### config.mk
export PLATFORM = sky130hd
export DESIGN_NAME = painterengine_gpu_writer_scheduler
export DESIGN_NICKNAME = d
export VERILOG_FILES = /design/src/rtl/painterengine_gpu_writer_scheduler.sv
export SDC_FILE = /design/constraint.sdc
export NUM_CORES = 1
export LEC_CHECK = 0
export ABC_AREA = 1
export BUFFER_PORTS_ARGS = -buffer_cell sky130_fd_sc_hd__buf_2
export CORE_AREA = 5 5 209 211
export CTS_BUF_LIST = sky130_fd_sc_hd__clkbuf_4 sky130_fd_sc_hd__clkbuf_8
export CTS_CLUSTER_SIZE = 12
export DETAILED_ROUTE_END_ITERATION = 10
export DIE_AREA = 0 0 214 216
export GPL_TIMING_DRIVEN = 0
export PLACE_DENSITY = 0.57
export SETUP_SLACK_MARGIN = 0.05
export SYNTH_ARGS = -nofsm -noshare
export SYNTH_HDL_FRONTEND = slang
export SYNTH_SLANG_ARGS = --single-unit
### constraint.sdc
create_clock -name i_wire_clock -period 5.55 [get_ports i_wire_clock]
set_input_delay 0.2775 -clock i_wire_clock [delete_from_list [all_inputs] [get_ports i_wire_clock]]
set_output_delay 0.2775 -clock i_wire_clock [all_outputs]
set_load 0.005 [all_outputs]
### src/rtl/painterengine_gpu_writer_scheduler.sv
// Round-robin job scheduler sharing one painterengine_gpu_dma_writer among four channels.
// Each job is launched by pulsing the writer's reset, then supervised by a watchdog.
module painterengine_gpu_writer_scheduler #(
   parameter int PARAM_RESET_CYCLES   = 4,
   parameter int PARAM_TIMEOUT_CYCLES = 1048575
) (
   input  logic           i_wire_clock,
   input  logic           i_wire_reset,
   input  logic [3:0]     i_wire_req,
   input  logic [127:0]   i_wire_address,
   input  logic [127:0]   i_wire_length,
   output logic [3:0]     o_wire_ack,
   output logic [3:0]     o_wire_fail,
   output logic [2:0]     o_wire_error_type,
   output logic           o_wire_busy,
   output logic           o_wire_writer_resetn,
   output logic [3:0]     o_wire_writer_router,
   output logic [127:0]   o_wire_writer_address,
   output logic [127:0]   o_wire_writer_length,
   input  logic           i_wire_writer_done,
   input  logic           i_wire_writer_error,
   input  logic [2:0]     i_wire_writer_error_type
);

   typedef enum logic [1:0] {
      ST_IDLE,
      ST_RESET,
      ST_RUN,
      ST_REPORT
   } state_t;

   localparam logic [2:0]  ERR_TIMEOUT   = 3'b101;
   localparam logic [3:0]  RESET_LOAD    = 4'(PARAM_RESET_CYCLES - 1);
   localparam logic [19:0] WATCHDOG_LAST = 20'(PARAM_TIMEOUT_CYCLES - 1);

   state_t         state_q, state_d;
   logic [1:0]     rr_ptr_q, rr_ptr_d;
   logic [3:0]     rst_cnt_q, rst_cnt_d;
   logic [19:0]    watchdog_q, watchdog_d;
   logic [3:0]     ack_q, ack_d;
   logic [3:0]     fail_q, fail_d;
   logic [2:0]     error_type_q, error_type_d;
   logic           busy_q, busy_d;
   logic           writer_resetn_q, writer_resetn_d;
   logic [3:0]     router_q, router_d;
   logic [127:0]   address_q, address_d;
   logic [127:0]   length_q, length_d;

   logic           pick_valid;
   logic [1:0]     pick_idx;
   logic [1:0]     cand;

   // Search starts one past the last granted channel; k=4 wraps back to rr_ptr itself.
   always_comb begin
      pick_valid = 1'b0;
      pick_idx   = rr_ptr_q;
      cand       = rr_ptr_q;
      for (int k = 1; k <= 4; k++) begin
         cand = rr_ptr_q + 2'(k);
         if (!pick_valid && i_wire_req[cand]) begin
            pick_valid = 1'b1;
            pick_idx   = cand;
         end
      end
   end

   always_comb begin
      // NOTE: every _d gets a hold/default value first so no path through the case infers a latch.
      state_d         = state_q;
      rr_ptr_d        = rr_ptr_q;
      rst_cnt_d       = rst_cnt_q;
      watchdog_d      = watchdog_q;
      ack_d           = 4'b0000;
      fail_d          = 4'b0000;
      error_type_d    = error_type_q;
      writer_resetn_d = writer_resetn_q;
      router_d        = router_q;
      address_d       = address_q;
      length_d        = length_q;

      unique case (state_q)
         ST_IDLE: begin
            writer_resetn_d = 1'b0;
            if (pick_valid) begin
               rr_ptr_d                              = pick_idx;
               router_d                              = 4'b0001 << pick_idx;
               address_d                             = '0;
               length_d                              = '0;
               address_d[{pick_idx, 5'd0} +: 32]     = i_wire_address[{pick_idx, 5'd0} +: 32];
               length_d[{pick_idx, 5'd0} +: 32]      = i_wire_length[{pick_idx, 5'd0} +: 32];
               rst_cnt_d                             = RESET_LOAD;
               state_d                               = ST_RESET;
            end
         end

         ST_RESET: begin
            if (rst_cnt_q == 4'd0) begin
               writer_resetn_d = 1'b1;
               watchdog_d      = '0;
               state_d         = ST_RUN;
            end else begin
               rst_cnt_d = rst_cnt_q - 4'd1;
            end
         end

         ST_RUN: begin
            watchdog_d = watchdog_q + 20'd1;
            // Error beats done, and any writer status beats watchdog expiry.
            if (i_wire_writer_error) begin
               error_type_d    = i_wire_writer_error_type;
               fail_d          = router_q;
               writer_resetn_d = 1'b0;
               state_d         = ST_REPORT;
            end else if (i_wire_writer_done) begin
               ack_d           = router_q;
               writer_resetn_d = 1'b0;
               state_d         = ST_REPORT;
            end else if (watchdog_q == WATCHDOG_LAST) begin
               error_type_d    = ERR_TIMEOUT;
               fail_d          = router_q;
               writer_resetn_d = 1'b0;
               state_d         = ST_REPORT;
            end
         end

         ST_REPORT: begin
            router_d  = 4'b0000;
            address_d = '0;
            length_d  = '0;
            state_d   = ST_IDLE;
         end

         default: state_d = ST_IDLE;
      endcase

      busy_d = (state_d != ST_IDLE);
   end

   always_ff @(posedge i_wire_clock) begin
      // NOTE: sequential state uses non-blocking assignments so every flop samples pre-edge values.
      if (i_wire_reset) begin
         state_q         <= ST_IDLE;
         rr_ptr_q        <= 2'd3;
         rst_cnt_q       <= 4'd0;
         watchdog_q      <= 20'd0;
         ack_q           <= 4'b0000;
         fail_q          <= 4'b0000;
         error_type_q    <= 3'b000;
         busy_q          <= 1'b0;
         writer_resetn_q <= 1'b0;
         router_q        <= 4'b0000;
         address_q       <= '0;
         length_q        <= '0;
      end else begin
         state_q         <= state_d;
         rr_ptr_q        <= rr_ptr_d;
         rst_cnt_q       <= rst_cnt_d;
         watchdog_q      <= watchdog_d;
         ack_q           <= ack_d;
         fail_q          <= fail_d;
         error_type_q    <= error_type_d;
         busy_q          <= busy_d;
         writer_resetn_q <= writer_resetn_d;
         router_q        <= router_d;
         address_q       <= address_d;
         length_q        <= length_d;
      end
   end

   assign o_wire_ack            = ack_q;
   assign o_wire_fail           = fail_q;
   assign o_wire_error_type     = error_type_q;
   assign o_wire_busy           = busy_q;
   assign o_wire_writer_resetn  = writer_resetn_q;
   assign o_wire_writer_router  = router_q;
   assign o_wire_writer_address = address_q;
   assign o_wire_writer_length  = length_q;

endmodule

; After elaboration in Yosys (flattened, before gate mapping)
; Index checks and enable logic that the tools add are counted.
[word_totals]
word_cells = 107
regBits = 301
out_inout_bits = 273
inputBits = 267
[op_classes]
n_reduce_logical = 22
bitwise_logic = 4
n_eq_ne = 9
n_mux = 44
n_shift = 6
add_sub_neg = 6
n_lt_le_gt_ge = 4
[op_table]
columns = op, count
row1 = 128-bit case mux with 2 select lines, 2
row2 = 128-bit AND, 2
row3 = 128-bit two-way mux, 2
row4 = 128-bit by 8-bit indexed part select with 32-bit output, 2
row5 = 32-bit by 9-bit indexed part select with 128-bit output, 2
row6 = 32-bit by 9-bit variable shift with 128-bit output (first input constant), 1
row7 = 20-bit case mux with 2 select lines, 1
row8 = 4-bit two-way mux, 6
row9 = 20-bit by 1-bit adder with 20-bit output (second input constant), 1
row10 = 20-bit equality test (second input constant), 1
row11 = 20-bit two-way mux, 1
row12 = 2-bit two-way mux, 9
row13 = 4-bit case mux with 2 select lines, 2
row14 = 2-bit by 3-bit < comparator with 1-bit output (second input constant), 4
row15 = 1-bit two-way mux, 12
row16 = 2-bit nonzero test, 5
row17 = 3-bit two-way mux, 3
row18 = 7-bit negation with 9-bit output, 1
row19 = 3-bit AND reduction, 3
row20 = 1-bit binary-select mux with 2-bit select, 4
row21 = 2-bit case mux with 4 select lines, 1
row22 = 2-bit inequality test (second input constant), 3
row23 = 2-bit AND reduction, 3
row24 = 2-bit adder (second input constant), 2
row25 = other kinds (16), 22

; Depth between registers and ports, before layout
; Gate-level depths: netlist (run 1).
[logic_depth]
ltp_word = 18
ltp_mapped = 18
mapped_depth_nobuf = 15

; Worst setup path before layout (run 1)
; OpenSTA, ideal clock, no wires.
[synth_path]
path_type = reg-to-reg
start = reg rr_ptr_q[0]
end = reg address_q[68] (netlist: o_wire_writer_address[68])
synth_period_minus_slack_ns = 2.647
path_buffers = 3
arrival_time_ns = 2.577
path_stages_with_launch = 19
setup_slack_ns = 2.903
setup_ns = 0.070
t_required_ns = 5.480
path_cell_list = dfxtp_1 -> buf_6 -> inv_4 -> nand2_1 -> nand2_1 -> nand2_1 -> nand2_2 -> nand2_1 -> nand2_1 -> nand2_2 -> nand2_2 -> inv_2 -> buf_1 -> ha_1 -> inv_1 -> nor3_4 -> buf_6 -> nand3_1 -> a21oi_1
[synth_via]
elab_chain_cells = 18
elab_cells_between_ends = 34
classes_between = 4 x add/sub / 1 x eq/ne / 3 x shift / 18 x mux / 1 x bitwise / 7 x reduce/logical
[synth_rtl]
columns = item, line
row1 = from (decl), 37  ; logic [1:0] rr_ptr_q, rr_ptr_d;
row2 = from (signal assigned), 156  ; rr_ptr_q <= rr_ptr_d;
row3 = 2-bit by 1-bit adder with 2-bit output, 59  ; cand = rr_ptr_q + 2'(k);
row4 = 1-bit binary-select mux with 2-bit select, 60  ; if (!pick_valid && i_wire_req[cand]) begin
row5 = 1-bit two-way mux (implied by the code), 60
row6 = 1-bit two-way mux, 60
row7 = 1-bit zero test, 60
row8 = 1-bit logical AND, 60
row9 = 1-bit two-way mux, 60
row10 = 1-bit zero test, 60
row11 = [... 3 more ...], n/a
row12 = 1-bit logical AND, 60
row13 = 2-bit two-way mux (*), 60
row14 = via pick_idx[0], 50  ; logic [1:0] pick_idx;
row15 = 128-bit by 8-bit indexed part select with 32-bit output / 7-bit negation with 9-bit output (equally long branches), 89  ; address_d[{pick_idx, 5'd0} +: 32] = i_wire_address[{pick_idx, 5'd0} +: 32];
row16 = 32-bit by 9-bit indexed part select with 128-bit output / 32-bit by 9-bit variable shift with 128-bit output (equally long branches), 89
row17 = 128-bit AND (no source line) (*), n/a
row18 = 128-bit two-way mux (*), 84  ; if (pick_valid) begin
row19 = 128-bit case mux with 2 select lines (*), 81  ; unique case (state_q)
row20 = to (signal assigned), 165  ; address_q <= address_d;
row21 = to (decl), 46  ; logic [127:0] address_q, address_d;
; Mark *: on every way through the listed nets, which the timed path passes. The rest lies on a longest branch. The select of a mux whose other input is x is not followed.
; A chain may end at the register's enable or synchronous reset.

; Final worst setup path (run 1)
[layout_path]
start = reg rr_ptr_q[1]
end = reg length_q[114] (netlist: o_wire_writer_length[114])
[layout_via]
elab_chain_cells = 18
elab_cells_between_ends = 34
classes_between = 4 x add/sub / 1 x eq/ne / 3 x shift / 18 x mux / 1 x bitwise / 7 x reduce/logical
[layout_rtl]
columns = item, line
row1 = 2-bit by 1-bit adder with 2-bit output, 59
row2 = 1-bit binary-select mux with 2-bit select, 60
row3 = 1-bit two-way mux (implied by the code), 60
row4 = 1-bit two-way mux, 60
row5 = 1-bit zero test, 60
row6 = 1-bit logical AND, 60
row7 = 1-bit two-way mux, 60
row8 = 1-bit zero test, 60
row9 = [... 3 more ...], n/a
row10 = 1-bit logical AND, 60
row11 = 2-bit two-way mux (*), 60
row12 = via pick_idx[0], 50
row13 = 128-bit by 8-bit indexed part select with 32-bit output / 7-bit negation with 9-bit output (equally long branches), 90  ; length_d[{pick_idx, 5'd0} +: 32] = i_wire_length[{pick_idx, 5'd0} +: 32];
row14 = 32-bit by 9-bit indexed part select with 128-bit output / 32-bit by 9-bit variable shift with 128-bit output (equally long branches), 90
row15 = 128-bit AND (no source line) (*), n/a
row16 = 128-bit two-way mux (*), 84
row17 = 128-bit case mux with 2 select lines (*), 81
row18 = to (signal assigned), 166  ; length_q <= length_d;
row19 = to (decl), 47  ; logic [127:0] length_q, length_d;
; Marked as above.

==> results of run 1 <==
[cell families (layout without fill, tap and decap cells)]
group | Yosys count | count (layout) | synth area share (%)
AOI/OAI and AO/OA | 310 | 310 | 11.12
adders and majority gates | 9 | 9 | 0.7809
buffers and inverters | 351 | 983 | 10.20
DFF | 301 | 301 | 41.78
and+or+nand+nor | 1186 | 1186 | 36.11
[worst max path at each step]
| stage | from | endpoint | slack, ns | depth (start not counted) |
|---|---|---|---|---|
| after detailed placement | rr_ptr_q[0]$_SDFFE_PP1P_ | o_wire_writer_address[2]$_SDFFE_PP0P_ | 1.70 | 18 |
| final | rr_ptr_q[1]$_SDFFE_PP1P_ | o_wire_writer_length[114]$_SDFFE_PP0P_ | 1.65 | 16 |
| after floorplan | rr_ptr_q[0]$_SDFFE_PP1P_ | o_wire_writer_address[68]$_SDFFE_PP0P_ | 2.90 | 18 |
| after global routing | rr_ptr_q[1]$_SDFFE_PP1P_ | o_wire_writer_length[114]$_SDFFE_PP0P_ | 1.38 | 16 |
| after CTS | rr_ptr_q[0]$_SDFFE_PP1P_ | o_wire_writer_address[2]$_SDFFE_PP0P_ | 1.66 | 18 |
| after global placement | rr_ptr_q[0]$_SDFFE_PP1P_ | o_wire_writer_address[2]$_SDFFE_PP0P_ | 1.73 | 18 |
[per-stage QoR]
step	utilization (%)	setup slack, ns	area (um^2)	total power [mW]	hold slack [ns]
CTS	45.47	1.660	18900	11.42	0.02972
detailed placement	42.80	1.704	17790	9.321	0.4522
floorplan	-	2.903	14420	6.556	0.4364
global route	45.47	1.379	18900	12.21	0.1271
finish	45.47	1.651	18900	11.45	0.08294
global placement	42.80	1.731	17790	9.276	0.4483
[worst max-delay path, delay by kind of cell, from the launching register on]
kind | cells | cell delay (ns)
and+or+nand+nor | 10 | 1.57
buffers and inverters | 4 | 1.17
DFF | 1 | 0.46
adders and majority gates | 1 | 0.39
AOI/OAI and AO/OA | 1 | 0.18
[synth_stat cells]
master	count	area, um^2
a221oi_1	2	17.52
nand4_1	132	825.8
dfxtp_1	301	6026
and3_1	1	6.260
and2_1	1	6.260
inv_1	166	623.1
a32oi_1	1	8.760
nor3b_1	2	15.01
buf_4	2	15.01
nand2_2	4	25.02
ha_1	9	112.6
buf_2	73	365.4
nand3_1	276	1381
inv_4	1	6.260
o21ai_0	14	70.07
buf_1	17	63.81
o211ai_1	1	7.510
buf_6	7	78.83
nor2_1	38	142.6
nor3_1	10	50.05
a21oi_1	276	1381
clkinv_1	3	11.26
o22ai_1	1	6.260
nor3_4	2	32.53
or2_2	1	6.260
clkbuf_1	77	289.0
a22oi_1	3	22.52
nand3b_1	1	7.510
inv_2	5	18.77
nor2_2	2	12.51
a2bb2oi_1	1	8.760
nand2_1	714	2680
nor4_1	1	6.260
a31oi_1	1	6.260
a211oi_1	10	75.07
nand3_2	1	10.01
[registers in the layout (all words and copies together) (netlist names)]
signal and flops:
watchdog_q 20, o_wire_writer_router 4, o_wire_writer_length 128, o_wire_error_type 3, o_wire_fail 4, rst_cnt_q 4, o_wire_busy 1, o_wire_writer_resetn 1
state_q 2, o_wire_ack 4, o_wire_writer_address 128, rr_ptr_q 2
[area by class of cell]
cell class / count / area [um^2]
Tap cell: 539 / 674.4
Clock inverter: 4 / 37.54
Clock buffer: 83 / 1011
Timing Repair Buffer: 545 / 2758
Sequential cell: 301 / 6026
Buffer: 176 / 812.0
Fill cell: 4485 / 22670
Multi-Input combinational cell: 1505 / 6924
Inverter: 175 / 659.4
[per-layer routing]
layer / global-route usage, % / part of all wire [%]
met5: 0 / 0
met1: 38.77 / 43
met3: 4.554 / 7.2
met4: 9.105 / 3.2
met2: 46.38 / 46
[repair_timing]
action	CTS	global route
endpoints found under the hold margin	9	0
hold buffers	6	0
resized for setup	0	0
setup endpoints to repair	0	0
[where the power goes]
part	switching, mW	internal [mW]
clock	0.939	1.14
combinational	5.18	1.58
sequential	0.174	2.43
total	6.29	5.15
==> results.json, run 1 <==
{
  "cts.path.max_buffers": 3,
  "min_from": "i_wire_writer_error",
  "rows": 75,
  "ys_ff_latch": 301,
  "final_common_cell": "nand2_1",
  "fin_cells": 3328,
  "dp_hpwl_um": 54870,
  "finalCritPeriodShare_pct": 70.25,
  "layout.nets": 3031,
  "dp_cells": 3235,
  "r2r-start": "rr_ptr_q[1]$_SDFFE_PP1P_",
  "track_usage_pct": 28.42,
  "antenna_found_initial": 1,
  "cts_root_buf": "clkbuf_8",
  "cts.reportedPaths.clkPinSlew_ns": 0.06,
  "io_pins": 540,
  "crit_fanout": 11,
  "slowest_stage": "nor2_2",
  "portBuffers": 539,
  "syn_inst": 2157,
  "cts_sinks": 301,
  "rr_endpoint": "o_wire_writer_length[114]$_SDFFE_PP0P_",
  "crit_chain": "inv_2, nand2_1, nand2_1, nand2_1, nand2_2, nand2_1, nand2_1, nand2_2, nand2_2, inv_2, buf_1, ha_1, nor2_2, buf_2, nand4_1, a21oi_1",
  "synth_nets": 2433,
  "ys_warn_count": 0,
  "cp-end-kind": "flip-flop",
  "p_leak_nw": 9.035,
  "ant_nets": 0,
  "avgRoutedWirePerCell_um": 20.88,
  "ir_drop_mv": 0.3280,
  "grt_pass1_wl_um": 101800,
  "synth.distinct_cells": 36,
  "wirelength_um": 69500,
  "clk_latency_ns": 0.65,
  "rsz0062_at_grt": "no",
  "synth_area_per_cell_um2": 6.686,
  "syn2layout_area_growth_pct": 31.07,
  "cts_tree": "done",
  "cts.htree.levels": 2,
  "grt_remaining_overflow": 0,
  "min_to": "o_wire_ack[0]$_SDFF_PP0_",
  "firstDrtPassIters": 6,
  "power.density_nw_per_um2": 605.7,
  "critPathKind": "flip-flop to flip-flop",
  "die_y_um": 216,
  "final_cell_mix": "nand2_1, buf_2, dfxtp_1",
  "initial_core_util_pct": 34.69,
  "required_ns": 6.09,
  "drive_above_1_share_pct": 25.96,
  "grt_pass1_vias": 16090,
  "cap_viol_max_count": 0,
  "setup-violations-final": 0,
  "setup_tns_ns": 0,
  "hold_viol": 0,
  "cts_buffers": 51,
  "postCtsSetupBuffers": 0,
  "grt_max_degree": 15,
  "ys_seq_area_share_pct": 41.78,
  "die_w_um": 214,
  "insertedDiodeCount": 0,
  "max_stage_delay_ns": 0.70,
  "finalClockSkew_ns": 0.04970,
  "fin_crit_ns": 3.899,
  "core_area_um2": 41570,
  "min_path_cells": 4,
  "cp.arrival_ns": 4.44,
  "via_per_inst": 5.228,
  "drc_errors": 0,
  "drv_slew": 0,
  "slew-limit-headroom_pct": 35.05,
  "synthesis.area_um2": 14420,
  "dieArea_um2": 46220,
  "drt_iter0_markers": 1545,
  "r2r_cells": 16,
  "r2r_slack_ns": 1.65,
  "vias": 17400,
  "worstMarginPinSlew_ns": 0.9711,
  "path_common_cell": "nand2_1",
  "critPathLaunchType": "flip-flop",
  "outcome": "complete, no violations",
  "place_congestion": 0.9281,
  "min_path_type": "input pin to flip-flop",
  "fmax_mhz": 256.5
}
(Power assumes the default switching activity.)
==> inputs of run 2 (changes only) <==
--- a/config.mk
+++ b/config.mk
@@ -7,13 +7,13 @@
 export LEC_CHECK = 0
 export ABC_AREA = 1
 export BUFFER_PORTS_ARGS = -buffer_cell sky130_fd_sc_hd__buf_2
-export CORE_AREA = 5 5 209 211
+export CORE_AREA = 5 5 206 208
 export CTS_BUF_LIST = sky130_fd_sc_hd__clkbuf_4 sky130_fd_sc_hd__clkbuf_8
 export CTS_CLUSTER_SIZE = 12
 export DETAILED_ROUTE_END_ITERATION = 10
-export DIE_AREA = 0 0 214 216
+export DIE_AREA = 0 0 211 213
 export GPL_TIMING_DRIVEN = 0
-export PLACE_DENSITY = 0.57
+export PLACE_DENSITY = 0.61
 export SETUP_SLACK_MARGIN = 0.05
 export SYNTH_ARGS = -nofsm -noshare
 export SYNTH_HDL_FRONTEND = slang
==> constraint.sdc (replaced) <==
create_clock -name i_wire_clock -period 3.35 [get_ports i_wire_clock]
set_input_delay 0.1675 -clock i_wire_clock [delete_from_list [all_inputs] [get_ports i_wire_clock]]
set_output_delay 0.1675 -clock i_wire_clock [all_outputs]
set_load 0.005 [all_outputs]
==> results.json, run 2 (synthesis gave the netlist of run 1 again) <==
{
  "path_depth": 18,
  "slew-limit-headroom_pct": 37.30,
  "cp-end-kind": "flip-flop",
  "drc_errors": 0,
  "required_ns": 3.93,
  "final_cell_mix": "nand2_1, buf_2, dfxtp_1",
  "insertedDiodeCount": 0,
  "drive_above_1_share_pct": 27.04,
  "cp_num_buf_inv": 8,
  "clkPwrFrac_pct": 19.0,
  "antenna_found_initial": 1,
  "hold_viol": 0,
  "ant_nets": 0,
  "rows": 74,
  "cts.htree.levels": 2,
  "crit_family": "buffers and inverters",
  "io_pins": 540,
  "cts_root_buf": "clkbuf_8",
  "outcome": "complete, no violations",
  "final_common_cell": "nand2_1",
  "crit_chain": "buf_6, inv_4, nand2_1, nand3_1, nand2_1, inv_1, nor2_1, nand3_1, nand2_1, inv_1, clkbuf_2, ha_2, inv_1, nor3_4, buf_12, buf_6, nand3_1, a21oi_1",
  "setup-violations-final": 0,
  "r2r_slack_ns": 0.28,
  "track_usage_pct": 29.36,
  "rsz0062_at_grt": "no",
  "die_w_um": 211,
  "dieArea_um2": 44940,
  "slowest_stage": "ha_2",
  "r2r-start": "rr_ptr_q[0]$_SDFFE_PP1P_",
  "power.density_nw_per_um2": 1015,
  "fmax_mhz": 326.0,
  "cp.arrival_ns": 3.65,
  "wirelength_um": 70380,
  "layout.nets": 3043,
  "cts_tree": "done",
  "finalCritPeriodShare_pct": 91.56,
  "crit_fanout": 11,
  "rr_endpoint": "o_wire_writer_address[86]$_SDFFE_PP0P_",
  "vias": 17590,
  "cts.reportedPaths.clkPinSlew_ns": 0.06,
  "min_path_type": "input pin to flip-flop",
  "worstMarginPinSlew_ns": 0.9405,
  "crit_end": "o_wire_writer_address[86]$_SDFFE_PP0P_",
  "cts.path.max_buffers": 3,
  "via_per_inst": 5.267,
  "cts_sinks": 301,
  "p_int_mw": 8.930,
  "dp_hpwl_um": 55850,
  "grt_pass1_wl_um": 100500,
  "clk_latency_ns": 0.65,
  "portBuffers": 539,
  "finalClockSkew_ns": 0.04683,
  "cap_viol_max_count": 0,
  "p_leak_nw": 9.221,
  "drv_slew": 0,
  "syn2layout_area_growth_pct": 33.13,
  "fin_crit_ns": 3.067,
  "drt_iter0_markers": 1489,
  "r2r_cells": 18,
  "cts_buffers": 52,
  "final_util_pct": 47.56,
  "p_sw_mw": 10.56,
  "firstDrtPassIters": 6,
  "p_sw_share_pct": 54.18,
  "core_area_um2": 40370,
  "dp_cells": 3228,
  "critPathKind": "flip-flop to flip-flop",
  "fin_cells": 3339,
  "max_stage_delay_ns": 0.45,
  "ir_drop_mv": 0.4475,
  "comb_power_share_pct": 58.7,
  "critPathLaunchType": "flip-flop",
  "grt_remaining_overflow": 0,
  "avgRoutedWirePerCell_um": 21.08,
  "seqPwrFrac_pct": 22.2,
  "finalPower_mw": 19.49,
  "grt_pass1_vias": 16060,
  "initial_core_util_pct": 35.72,
  "place_congestion": 0.9855,
  "die_y_um": 213,
  "grt_max_degree": 22,
  "critPathLaunch": "rr_ptr_q[0]$_SDFFE_PP1P_"
}
-- run 2: worst min-delay path by stage --
stage / startpoint / endpoint / depth (start not counted)
floorplan: i_wire_writer_error / o_wire_error_type[1]$_SDFFE_PP0P_ / 2
global placement: o_wire_error_type[1]$_SDFFE_PP0P_ / o_wire_error_type[1]$_SDFFE_PP0P_ / 2
detailed placement: o_wire_error_type[2]$_SDFFE_PP0P_ / o_wire_error_type[2]$_SDFFE_PP0P_ / 2
CTS: i_wire_length[79] / o_wire_writer_length[15]$_SDFFE_PP0P_ / 7
global route: i_wire_writer_error / o_wire_fail[1]$_SDFF_PP0_ / 5
finish: i_wire_writer_error / o_wire_fail[1]$_SDFF_PP0_ / 5
-- run 2: layer usage --
metal  routed length (um)  vias up  GRT usage (%)
met5                    0        -              0
met4                 2089        0          8.093
met3                 5820      116          5.907
met2                32850      822          47.89
met1                29620     8310          39.83
li1                     -     8338              -
-- run 2: final cells by class --
| type | instances | area [um^2] |
|---|---|---|
| well taps | 532 | 665.6 |
| repair buffers | 557 | 2900 |
| inverters | 175 | 659.4 |
| clock inverters | 6 | 71.32 |
| multi-input cells | 1505 | 6942 |
| plain buffers | 175 | 840.8 |
| flip-flops and latches | 301 | 6027 |
| fillers | 4318 | 21170 |
| clock buffers | 88 | 1092 |
-- run 2: power groups by stage --
stage	Sequential [mW]	Combinational [mW]	Clock, mW
floorplan	4.35	6.51	0
global route	4.37	12.4	3.92
detailed placement	4.39	11.0	0
CTS	4.32	11.2	3.75
global placement	4.39	11.0	0
finish	4.33	11.4	3.71
-- run 2: worst register-to-register path, cell delays in order (launching register included) --
cell      delay, ns
dfxtp_1        0.32
buf_6          0.14
inv_4          0.06
nand2_1        0.08
nand3_1        0.07
nand2_1        0.13
inv_1          0.05
nor2_1         0.13
nand3_1        0.09
nand2_1        0.19
inv_1          0.08
clkbuf_2       0.24
ha_2           0.45
inv_1          0.12
nor3_4         0.16
buf_12         0.20
buf_6          0.17
nand3_1        0.16
a21oi_1        0.16
-- run 2: repair_timing --
| action | in CTS | in global routing |
|---|---|---|
| gates resized for setup | 10 | 25 |
| setup buffers | 4 | 2 |
| hold endpoints to repair | 17 | 0 |
| pin swaps | 3 | 1 |
| hold buffers | 12 | 0 |
| setup endpoints to repair | 256 | 156 |
-- run 2: stage by stage --
stage | TNS [ns] | area [um^2] | worst slack (ns) | hold slack, ns
after floorplan | 0 | 14420 | 0.7030 | 0.3350
after global routing | 0 | 19200 | 0.05963 | 0.08357
after global placement | -66.62 | 17780 | -0.4397 | 0.4489
final | 0 | 19200 | 0.2827 | 0.07105
after detailed placement | -84.29 | 17780 | -0.4896 | 0.4491
after CTS | 0 | 19150 | 0.09231 | 0.01899
==> inputs of run 3 (changes only) <==
--- a/config.mk
+++ b/config.mk
@@ -13,6 +13,7 @@
 export DETAILED_ROUTE_END_ITERATION = 10
 export DIE_AREA = 0 0 211 213
 export GPL_TIMING_DRIVEN = 0
+export MAX_ROUTING_LAYER = met4
 export PLACE_DENSITY = 0.61
 export SETUP_SLACK_MARGIN = 0.05
 export SYNTH_ARGS = -nofsm -noshare
==> results.json, run 3 (synthesis gave the netlist of run 1 again) <==
{
  "outcome": "complete, no violations",
  "grt_max_degree": 15,
  "r2r_slack_ns": 0.23,
  "clk_latency_ns": 0.65,
  "drv_slew": 0,
  "cap_viol_max_count": 0,
  "cts_root_buf": "clkbuf_8",
  "setup_tns_ns": 0,
  "grt_pass1_vias": 16420,
  "layout.nets": 3043,
  "fin_crit_ns": 3.125,
  "r2r-start": "rr_ptr_q[0]$_SDFFE_PP1P_",
  "drc_errors": 0,
  "portBuffers": 539,
  "grt_pass1_wl_um": 102100,
  "place_ws_ns": -0.4626,
  "rr_endpoint": "o_wire_writer_address[62]$_SDFFE_PP0P_",
  "syn2layout_area_growth_pct": 32.62,
  "cts.path.max_buffers": 3,
  "rsz0062_at_grt": "no",
  "finalClockSkew_ns": 0.03777,
  "firstDrtPassIters": 6,
  "cts_sinks": 301,
  "ant_nets": 0,
  "drive_above_1_share_pct": 26.72,
  "min_from": "i_wire_length[79]",
  "avgRoutedWirePerCell_um": 21.38,
  "cp-end-kind": "flip-flop",
  "core_area_um2": 40370,
  "vias": 17490,
  "p_sw_share_pct": 54.72,
  "finalPower_mw": 19.40,
  "critPathKind": "flip-flop to flip-flop",
  "fillerInstances": 4322,
  "wirelength_um": 71420,
  "io_pins": 540,
  "stdcell_area_um2": 19130,
  "fmax_mhz": 320.0,
  "r2r_cells": 17,
  "place_congestion": 0.9911,
  "via_per_inst": 5.236,
  "rows": 74,
  "comb_power_share_pct": 59.5,
  "min_to": "o_wire_writer_length[15]$_SDFFE_PP0P_",
  "seqPwrFrac_pct": 22.3,
  "worstMarginPinSlew_ns": 1.006,
  "setup-violations-final": 0,
  "drt_iter0_markers": 1528,
  "p_leak_nw": 9.170,
  "hold_viol": 0,
  "slew-limit-headroom_pct": 32.93,
  "p_sw_mw": 10.62,
  "critPathLaunchType": "flip-flop",
  "cts_buffers": 52,
  "track_usage_pct": 30.84,
  "cts_tree": "done",
  "antenna_found_initial": 4,
  "grt_remaining_overflow": 0,
  "crit_fanout": 12,
  "cts.htree.levels": 2,
  "placement.cell_area_um2": 17780,
  "dp_hpwl_um": 56550,
  "p_int_mw": 8.785,
  "final_common_cell": "nand2_1",
  "dieArea_um2": 44940,
  "die_y_um": 213,
  "cts.reportedPaths.clkPinSlew_ns": 0.07,
  "die_w_um": 211,
  "min_path_type": "input pin to flip-flop",
  "cp.arrival_ns": 3.71,
  "required_ns": 3.94,
  "clkPwrFrac_pct": 18.2,
  "min_path_cells": 7,
  "setup_ws_ns": 0.2251,
  "power.density_nw_per_um2": 1014,
  "final_cell_mix": "nand2_1, buf_2, dfxtp_1",
  "ir_drop_mv": 0.4553,
  "initial_core_util_pct": 35.72,
  "finalCritPeriodShare_pct": 93.28
}
==> run 3: cell types whose count changed in the layout (fill, tap and decap cells not counted), sizes merged <==
cell	previous run	this run
clkinvlp	2	1
diode	0	5
buf	633	637
clkbuf	175	166
inv	172	174
==> run 3: how the worst max path moves through the flow <==
stage | from | to | slack (ns) | cells past startpoint
floorplan | rr_ptr_q[0]$_SDFFE_PP1P_ | o_wire_writer_address[68]$_SDFFE_PP0P_ | 0.70 | 18
global placement | rr_ptr_q[0]$_SDFFE_PP1P_ | o_wire_writer_address[9]$_SDFFE_PP0P_ | -0.41 | 18
detailed placement | rr_ptr_q[1]$_SDFFE_PP1P_ | o_wire_writer_address[87]$_SDFFE_PP0P_ | -0.46 | 17
CTS | rr_ptr_q[0]$_SDFFE_PP1P_ | o_wire_writer_address[2]$_SDFFE_PP0P_ | 0.05 | 19
global route | rr_ptr_q[0]$_SDFFE_PP1P_ | o_wire_writer_address[63]$_SDFFE_PP0P_ | 0.06 | 17
finish | rr_ptr_q[0]$_SDFFE_PP1P_ | o_wire_writer_address[62]$_SDFFE_PP0P_ | 0.23 | 17
==> run 3: cell type report <==
type	count	area, um^2	area share, %
well taps	532	665.6	3.480
flip-flops and latches	301	6027	31.51
inverters	175	659.4	3.448
multi-input cells	1505	6947	36.32
clock inverters	7	72.57	0.3794
diodes	5	12.51	0.06542
clock buffers	83	1005	5.253
repair buffers	557	2900	15.16
plain buffers	175	837.1	4.377
==> run 3: stage by stage <==
step | instances | utilization [%] | hold slack [ns]
floorplan | 2157 | - | 0.3350
global placement | 3228 | 44.06 | 0.4494
detailed placement | 3228 | 44.06 | 0.4522
CTS | 3334 | 47.24 | 0.009660
global route | 3339 | 47.37 | 0.06994
finish | 3340 | 47.38 | 0.05782
==> run 3: power by group through the flow <==
stage | Clock, mW | Combinational, mW | Sequential [mW]
3_3_place_gp | 0 | 11.0 | 4.39
4_1_cts | 3.59 | 11.2 | 4.32
3_5_place_dp | 0 | 11.1 | 4.39
5_1_grt | 3.74 | 12.4 | 4.37
6_report | 3.53 | 11.5 | 4.33
2_1_floorplan | 0 | 6.51 | 4.35
==> run 3: repair_timing <==
action	4_1_cts	5_1_grt
endpoints found under the setup margin	256	246
endpoints found under the hold margin	17	0
setup buffers	4	2
resized for setup	11	16
hold buffers	12	0
pin swaps	3	1
==> run 3: worst max-delay path, stage by stage (launching register included) <==
cell and delay [ns]:
dfxtp_1 0.33, buf_6 0.15, inv_4 0.06, nand2_1 0.06, nand2_1 0.09, nand2_1 0.09, nand2_2 0.07, inv_2 0.09
nand3_1 0.08, nand3_1 0.08, nand2_1 0.14, clkbuf_2 0.31, ha_1 0.28, inv_1 0.08, clkbuf_2 0.29, buf_1 0.48
nand4_1 0.22, a21oi_1 0.16
==> run 3: per-layer routing <==
layer	vias to the layer above	share of wire, %	track usage (%)
met4	0	3.5	10.93
li1	8346	-	-
met2	760	47	48.65
met3	133	7.7	6.406
met5	-	0	-
met1	8248	42	39.46
